### src/rtl/dbg_snapshot_serializer.sv
// Debug snapshot serializer: captures every pipeline-latch debug word in one edge,
// then streams either all words or one selected word out byte-by-byte over valid/ready.
module dbg_snapshot_serializer #(
    parameter int NUM_WORDS = 24,
    parameter int WORD_W    = 32,
    parameter int SEL_W     = 7
) (
    input  logic                        clk,
    input  logic                        rst,
    input  logic [NUM_WORDS*WORD_W-1:0] in_words,
    input  logic                        in_start,
    input  logic                        in_mode,
    input  logic [SEL_W-1:0]            in_sel,
    input  logic                        in_ready,
    output logic [7:0]                  out_byte,
    output logic                        out_valid,
    output logic [WORD_W-1:0]           out_word,
    output logic                        out_busy,
    output logic                        out_done,
    output logic                        out_err
);
    localparam int BYTES  = WORD_W / 8;
    localparam int IDX_W  = (NUM_WORDS > 1) ? $clog2(NUM_WORDS) : 1;
    localparam int BIDX_W = (BYTES > 1) ? $clog2(BYTES) : 1;

    typedef enum logic [1:0] {IDLE, SEND, DONE, ERR} state_t;

    state_t state, nextState;

    logic [NUM_WORDS-1:0][WORD_W-1:0] snap;
    logic [IDX_W-1:0]                 wordIdx, lastIdx;
    logic [BIDX_W-1:0]                byteIdx;
    logic [WORD_W-1:0]                curWord;
    logic                             selBad, lastByte, lastWord, xfer, accept;

    // Extra compare bit keeps the range check correct when NUM_WORDS == 2**SEL_W.
    assign selBad   = in_mode && ({1'b0, in_sel} >= (SEL_W+1)'(NUM_WORDS));
    assign accept   = (state == IDLE) && in_start && !selBad;
    assign curWord  = snap[wordIdx];
    assign lastByte = (byteIdx == BIDX_W'(BYTES - 1));
    assign lastWord = (wordIdx == lastIdx);
    assign xfer     = (state == SEND) && in_ready;

    assign out_valid = (state == SEND);
    assign out_busy  = (state != IDLE);
    assign out_done  = (state == DONE);
    assign out_err   = (state == ERR);
    assign out_word  = curWord;
    assign out_byte  = out_valid ? curWord[{byteIdx, 3'b000} +: 8] : 8'h00;

    always_ff @(posedge clk or posedge rst) begin
        if (rst) state <= IDLE;
        else     state <= nextState;
    end

    always_comb begin
        nextState = state;
        case (state)
            IDLE: begin
                if (in_start) nextState = selBad ? ERR : SEND;
            end
            SEND: begin
                if (xfer && lastByte && lastWord) nextState = DONE;
            end
            DONE:    nextState = IDLE;
            ERR:     nextState = IDLE;
            default: nextState = IDLE;
        endcase
    end

    // Indices are left untouched after the final byte so out_word keeps showing it in IDLE.
    always_ff @(posedge clk or posedge rst) begin
        if (rst) begin
            snap    <= '0;
            wordIdx <= '0;
            lastIdx <= '0;
            byteIdx <= '0;
        end else if (accept) begin
            snap    <= in_words;
            wordIdx <= in_mode ? in_sel[IDX_W-1:0] : '0;
            lastIdx <= in_mode ? in_sel[IDX_W-1:0] : IDX_W'(NUM_WORDS - 1);
            byteIdx <= '0;
        end else if (xfer) begin
            if (!lastByte) begin
                byteIdx <= byteIdx + BIDX_W'(1);
            end else if (!lastWord) begin
                wordIdx <= wordIdx + IDX_W'(1);
                byteIdx <= '0;
            end
        end
    end
endmodule
### config.mk
export PLATFORM = sky130hd
export DESIGN_NAME = dbg_snapshot_serializer
export DESIGN_NICKNAME = d
export VERILOG_FILES = /design/src/rtl/dbg_snapshot_serializer.sv
export SDC_FILE = /design/constraint.sdc
export NUM_CORES = 2
export LEC_CHECK = 0
export CORE_AREA = 2 2 317 319
export CTS_CLUSTER_DIAMETER = 200
export DETAILED_ROUTE_END_ITERATION = 8
export DIE_AREA = 0 0 319 321
export PLACE_DENSITY = 0.67
export SYNTH_ARGS = -nofsm -noshare
export SYNTH_HDL_FRONTEND = slang
export SYNTH_SLANG_ARGS = --single-unit
### constraint.sdc
create_clock -name clk -period 33.3 [get_ports clk]
set_input_delay 6.66 -clock clk [delete_from_list [all_inputs] [get_ports clk]]
set_output_delay 6.66 -clock clk [all_outputs]
set_load 0.02 [all_outputs]
=== Word level (Yosys, flattened, before mapping) ===
Cells that the tools add are included.

* Input bits: 780
* Register bits after elaboration: 782
* Output and inout port bits: 44
* Logic and storage cells: 74

* Equal/unequal tests: 9
* Shift operators: 1
* Multiplexer cells: 17
* $lt $le $gt $ge: 2
* Reduce and logical (&&, ||, !) cells: 15
* Add/sub/neg operators: 2

{| class="wikitable"
|+ Operator list
! cell !! count
|-
| 32-bit binary-select mux with 5-bit select || 1
|-
| 32-bit 2-to-1 mux || 1
|-
| 32-bit by 6-bit indexed part select with 8-bit output || 1
|-
| 5-bit 2-to-1 mux || 6
|-
| 2-bit 2-to-1 mux || 7
|-
| 8-bit 2-to-1 mux || 1
|-
| 7-bit by 5-bit >= comparator with 1-bit output (second input constant) || 1
|-
| 2-bit equality test (second input constant) || 3
|-
| 1-bit logical AND || 6
|-
| 5-bit by 6-bit less-than comparator with 1-bit output (second input constant) || 1
|-
| 2-bit one-hot mux with 3 select lines || 1
|-
| 2-bit nonzero test || 3
|-
| 5-bit by 1-bit adder with 5-bit output (second input constant) || 1
|-
| 5-bit equality test || 1
|-
| 2-bit by 1-bit != test with 1-bit output (second input constant) || 2
|-
| 2-bit AND reduction || 2
|-
| 3-bit by 2-bit != test with 1-bit output (second input constant) || 1
|-
| 3-bit AND reduction || 1
|-
| 2-bit by 1-bit adder with 2-bit output (second input constant) || 1
|-
| 2-bit by 1-bit equality test with 1-bit output (second input constant) || 1
|-
| 2-bit logical NOT || 1
|-
| 2-bit != test (second input constant) || 1
|-
| 2-bit OR reduction || 1
|-
| 1-bit logical NOT || 1
|}

=== Longest topological paths before layout ===
* Depth in word-level cells: 6
* Gate-level depth with buffers: 11

=== Worst setup path after synthesis ===
No wires, ideal clock.

* Path type: register to output
* Start point: register wordIdx[0]
* End point: output port out_byte[7]
* Data required time: 26640 ps
* Data arrival time: 2300 ps
* Stages on the path, launching flop included: 9
* Slack: 24340 ps
* Cell sequence: dfrtp_1 buf_6 buf_6 buf_4 mux4_2 a22oi_2 o211ai_1 a22oi_1 nand3_1

* Longest elaborated chain between the ends: 4

{| class="wikitable"
|+ Ends and longest elaborated chain
! item !! line !! source
|-
| from (decl) || 31 || <nowiki>logic [IDX_W-1:0] wordIdx, lastIdx;</nowiki>
|-
| from (signal assigned) || 80 || <nowiki>wordIdx <= in_mode ? in_sel[IDX_W-1:0] : '0;</nowiki>
|-
| from (signal assigned) || 87 || <nowiki>wordIdx <= wordIdx + IDX_W'(1);</nowiki>
|-
| 32-bit binary-select mux with 5-bit select || 39 || <nowiki>assign curWord = snap[wordIdx];</nowiki>
|-
| 32-bit 2-to-1 mux (not written as such) || 39 ||
|-
| net out_word[7] || 17 || <nowiki>output logic [WORD_W-1:0] out_word,</nowiki>
|-
| 32-bit by 6-bit indexed part select with 8-bit output || 49 || <nowiki>assign out_byte = out_valid ? curWord[{byteIdx, 3'b000} +: 8] : 8'h00;</nowiki>
|-
| 8-bit 2-to-1 mux || 49 ||
|-
| to (decl) || 15 || <nowiki>output logic [7:0] out_byte,</nowiki>
|}

The timed path passes the listed nets, and every way through them passes these cells. The select of a mux whose other input is x is not followed.

=== Worst setup path in the final report ===
* Start point: register wordIdx[0]
* End point: output port out_byte[5]

* Longest elaborated chain between the ends: 4

{| class="wikitable"
|+ Ends and longest elaborated chain
! item !! line
|-
| 32-bit binary-select mux with 5-bit select || 39
|-
| 32-bit 2-to-1 mux (not written as such) || 39
|-
| 32-bit by 6-bit indexed part select with 8-bit output || 49
|-
| 8-bit 2-to-1 mux || 49
|}

Every way passes these cells. The select of a mux whose other input is x is not followed.

==> impl_metrics.toml <==
[logic_synthesis]
synth_seq_cells = 782
synthCells = 2281
ys_seq_area_frac = 0.5497
synth.avg_cell_area_um2 = 15.61
synth-warning-count = 0
post_synth_instance_area_mm2 = 0.03560
ys_async_sr_fraction = 1.000
synth.distinct_cells = 52
synth_edf_count = 0
synth_fp_nets = 3063
synthFlopType = "dfrtp_1"

[clock_tree]
clkTransAtPathRegs_ns = 0.06
clk_latency_ns = 0.64
ctsResizeCount = 0
cts_buffers = 87
postCtsSetupBuffers = 0
root_buffer = "clkbuf_16"
clockBufferDepth = 3
cts_tree = "built"
cts.htree.levels = 3
cts_sinks = 782
cts_hold_buf = 0

[critical_path]
crit_arrival_ns = 5.70
r2r_cells = 8
path_class = "register to output pin"
crit_fanout = 43
crit_path_max_incr_delay_ns = 0.99
r2r_slack_ns = 28.15
crit_chain = "buf_4 > buf_4 > mux4_2 > mux2_2 > nand2_1 > o211ai_1 > a22o_1 > a221o_1 > clkdlybuf4s50_1"
slowest_stage = "dfrtp_4"
r2r_end = "snap[462]"
required_ns = 26.64
cp-end-kind = "output pin"
start_kind = "register"
regToRegStartpoint = "state[1]"
cp_common_cell = "buf_4"

[routing]
vias = 23490
drc_errors = 0
drt_wl_total_mm = 127.6
vias_per_cell = 5.271
ant_nets = 0
route.detailed.wl_per_inst_um = 28.63
drt_iter0_markers = 1765
first_pass_iters = 5

[die]
core_mm2 = 0.09928
dieWidth_um = 319
start_util = 0.3586
ios = 824
die_y_um = 321
dieArea_mm2 = 0.1024
fp-row-count = 116

[global_routing]
first_global_vias = 24850
grt_usage = 0.2451
grt_overflow_total = 0
antenna_found_initial = 37
grt_pass1_wl_mm = 179.9
grt_start_max_net_pins = 178

[sta]
fin_crit_ns = 12.36
maxSlewHeadroom = 0.2636
hold_viol = 0
fin_setup_tns_ns = 0
rsz0062_at_grt = "no"
post-route-period-util = 0.3711
max_freq_mhz = 80.93
tightest_slew_ns = 1.105
setup_viol = 0
drv_slew = 0
skew_ns = 0.01335

[final_layout]
multiInputGateArea_mm2 = 0.01509
layout.cells.most_common = "clkdlybuf4s50_1"
nets = 3846
fin_util = 0.4828
num-fill-cells = 8764
drive_gt1_frac = 0.3585
seqCellArea_mm2 = 0.01958
mostFrequentLayoutCells = "823 x clkdlybuf4s50_1, 783 x mux2_2, 778 x dfrtp_1"
syn2layout_area_growth_pct = 34.64

[placement]
io_buffers = 823
gp_congestion = 0.8451
place_hpwl_mm = 96.87

[power]
swShare = 0.3605
comb_power_share = 0.433
leakage_nw = 20.04
p_per_area_mw_per_mm2 = 100.2
peakVddDrop_v = 0.00006520
power_switching_mw = 1.732
clkPwrFrac = 0.208
seqPwrFrac = 0.359
p_int_mw = 3.072

[hold_path]
min_to = "state[0]"
hp-class = "register to register"
hold_depth = 1
hold_start = "state[1]"

[job]
drv_cap = 0

[run_status]
status = "complete, no violations"
## power by group through the flow
stage / sequential, mW / combinational (mW) / clock, mW
finish: 1.72 / 2.08 / 1.00
detailed placement: 1.74 / 2.10 / 0
CTS: 1.72 / 2.11 / 1.02
global route: 1.78 / 2.20 / 1.06
floorplan: 1.61 / 1.34 / 0
global placement: 1.72 / 2.07 / 0
## critical path, delay by kind of cell, from the launching register on
kind | cells | cell delay, ns
AO/OA/AOI/OAI | 3 | 0.86
buffers and inverters | 3 | 2.05
AND/OR/NAND/NOR | 1 | 0.16
flip-flops | 1 | 0.99
multiplexers | 2 | 0.95
## registers in the layout, indices dropped and copies added, names as in the netlist
signal	flops
snap	768
lastIdx	5
state	2
byteIdx	2
wordIdx	5
## worst max-delay path by stage
stage	startpoint	end	depth (start not counted)
2_1_floorplan	rst	byteIdx[0]	1
3_5_place_dp	wordIdx[0]	out_byte[5]	7
6_report	wordIdx[0]	out_byte[5]	9
5_1_grt	wordIdx[0]	out_byte[5]	7
4_1_cts	wordIdx[0]	out_byte[5]	7
3_3_place_gp	wordIdx[0]	out_byte[5]	7
## cells by family after synthesis
logic type | share of synthesized area
muxes | 0.3688
DFF | 0.5497
buffers and inverters | 0.02749
AOI/OAI and AO/OA | 0.03431
and+or+nand+nor | 0.01680
xor gates and xnor gates | 0.002214
adders and majority gates | 0.0007029
## cells in the mapped netlist (3+ instances only)
cell type | number | area (um2)
nand3_1 | 35 | 175.2
a22oi_2 | 5 | 62.56
o211ai_1 | 19 | 142.6
nor2b_1 | 9 | 56.30
dfrtp_1 | 782 | 19570
a21oi_1 | 13 | 65.06
buf_4 | 11 | 82.58
a221oi_1 | 3 | 26.28
xnor2_1 | 5 | 43.79
xor2_1 | 4 | 35.03
nor2_1 | 18 | 67.56
mux4_2 | 138 | 3108
nand2_1 | 24 | 90.09
o21ai_0 | 7 | 35.03
clkbuf_1 | 25 | 93.84
buf_8 | 4 | 60.06
a221o_1 | 4 | 40.04
a22oi_1 | 73 | 548.0
a211oi_1 | 4 | 30.03
nand2b_1 | 6 | 37.54
mux2_2 | 783 | 8817
o211ai_2 | 3 | 37.54
and2_1 | 6 | 37.54
a31oi_1 | 6 | 37.54
mux2i_1 | 120 | 1201
buf_2 | 106 | 530.5
buf_6 | 14 | 157.7
inv_1 | 8 | 30.03
a22o_1 | 8 | 70.07
and3_1 | 6 | 37.54
o21ai_1 | 3 | 15.01
## metrics by stage
step           std cells  power (mW)  setup WS [ns]  hold WS, ns  instance area [um2]
5_1_grt             4452       5.041          20.60       0.5094                47910
3_3_place_gp        4273       3.796          21.43       0.4831                44880
2_1_floorplan       2281       2.954          4.685       0.4494                35600
6_report            4457       4.804          20.94       0.4973                47930
4_1_cts             4433       4.852          20.69       0.4937                47870
3_5_place_dp        4273       3.835          21.40       0.4865                44880
## final cells by class
class / instances / area share
well taps: 1298 / 0.03389
diodes: 24 / 0.001253
repair buffers: 856 / 0.1784
flip-flops and latches: 782 / 0.4086
clock inverters: 24 / 0.005430
inverters: 8 / 0.0007832
clock buffers: 136 / 0.05689
multi-input cells: 1329 / 0.3148
## routing by layer
metal / GRT usage / vias up / routed length, um
li1: - / 10170 / -
met1: 0.3055 / 12280 / 51260
met2: 0.4100 / 832 / 62460
met3: 0.07644 / 184 / 10280
met4: 0.06950 / 24 / 3460
met5: 0 / - / 161
(Power assumes the default switching activity.)
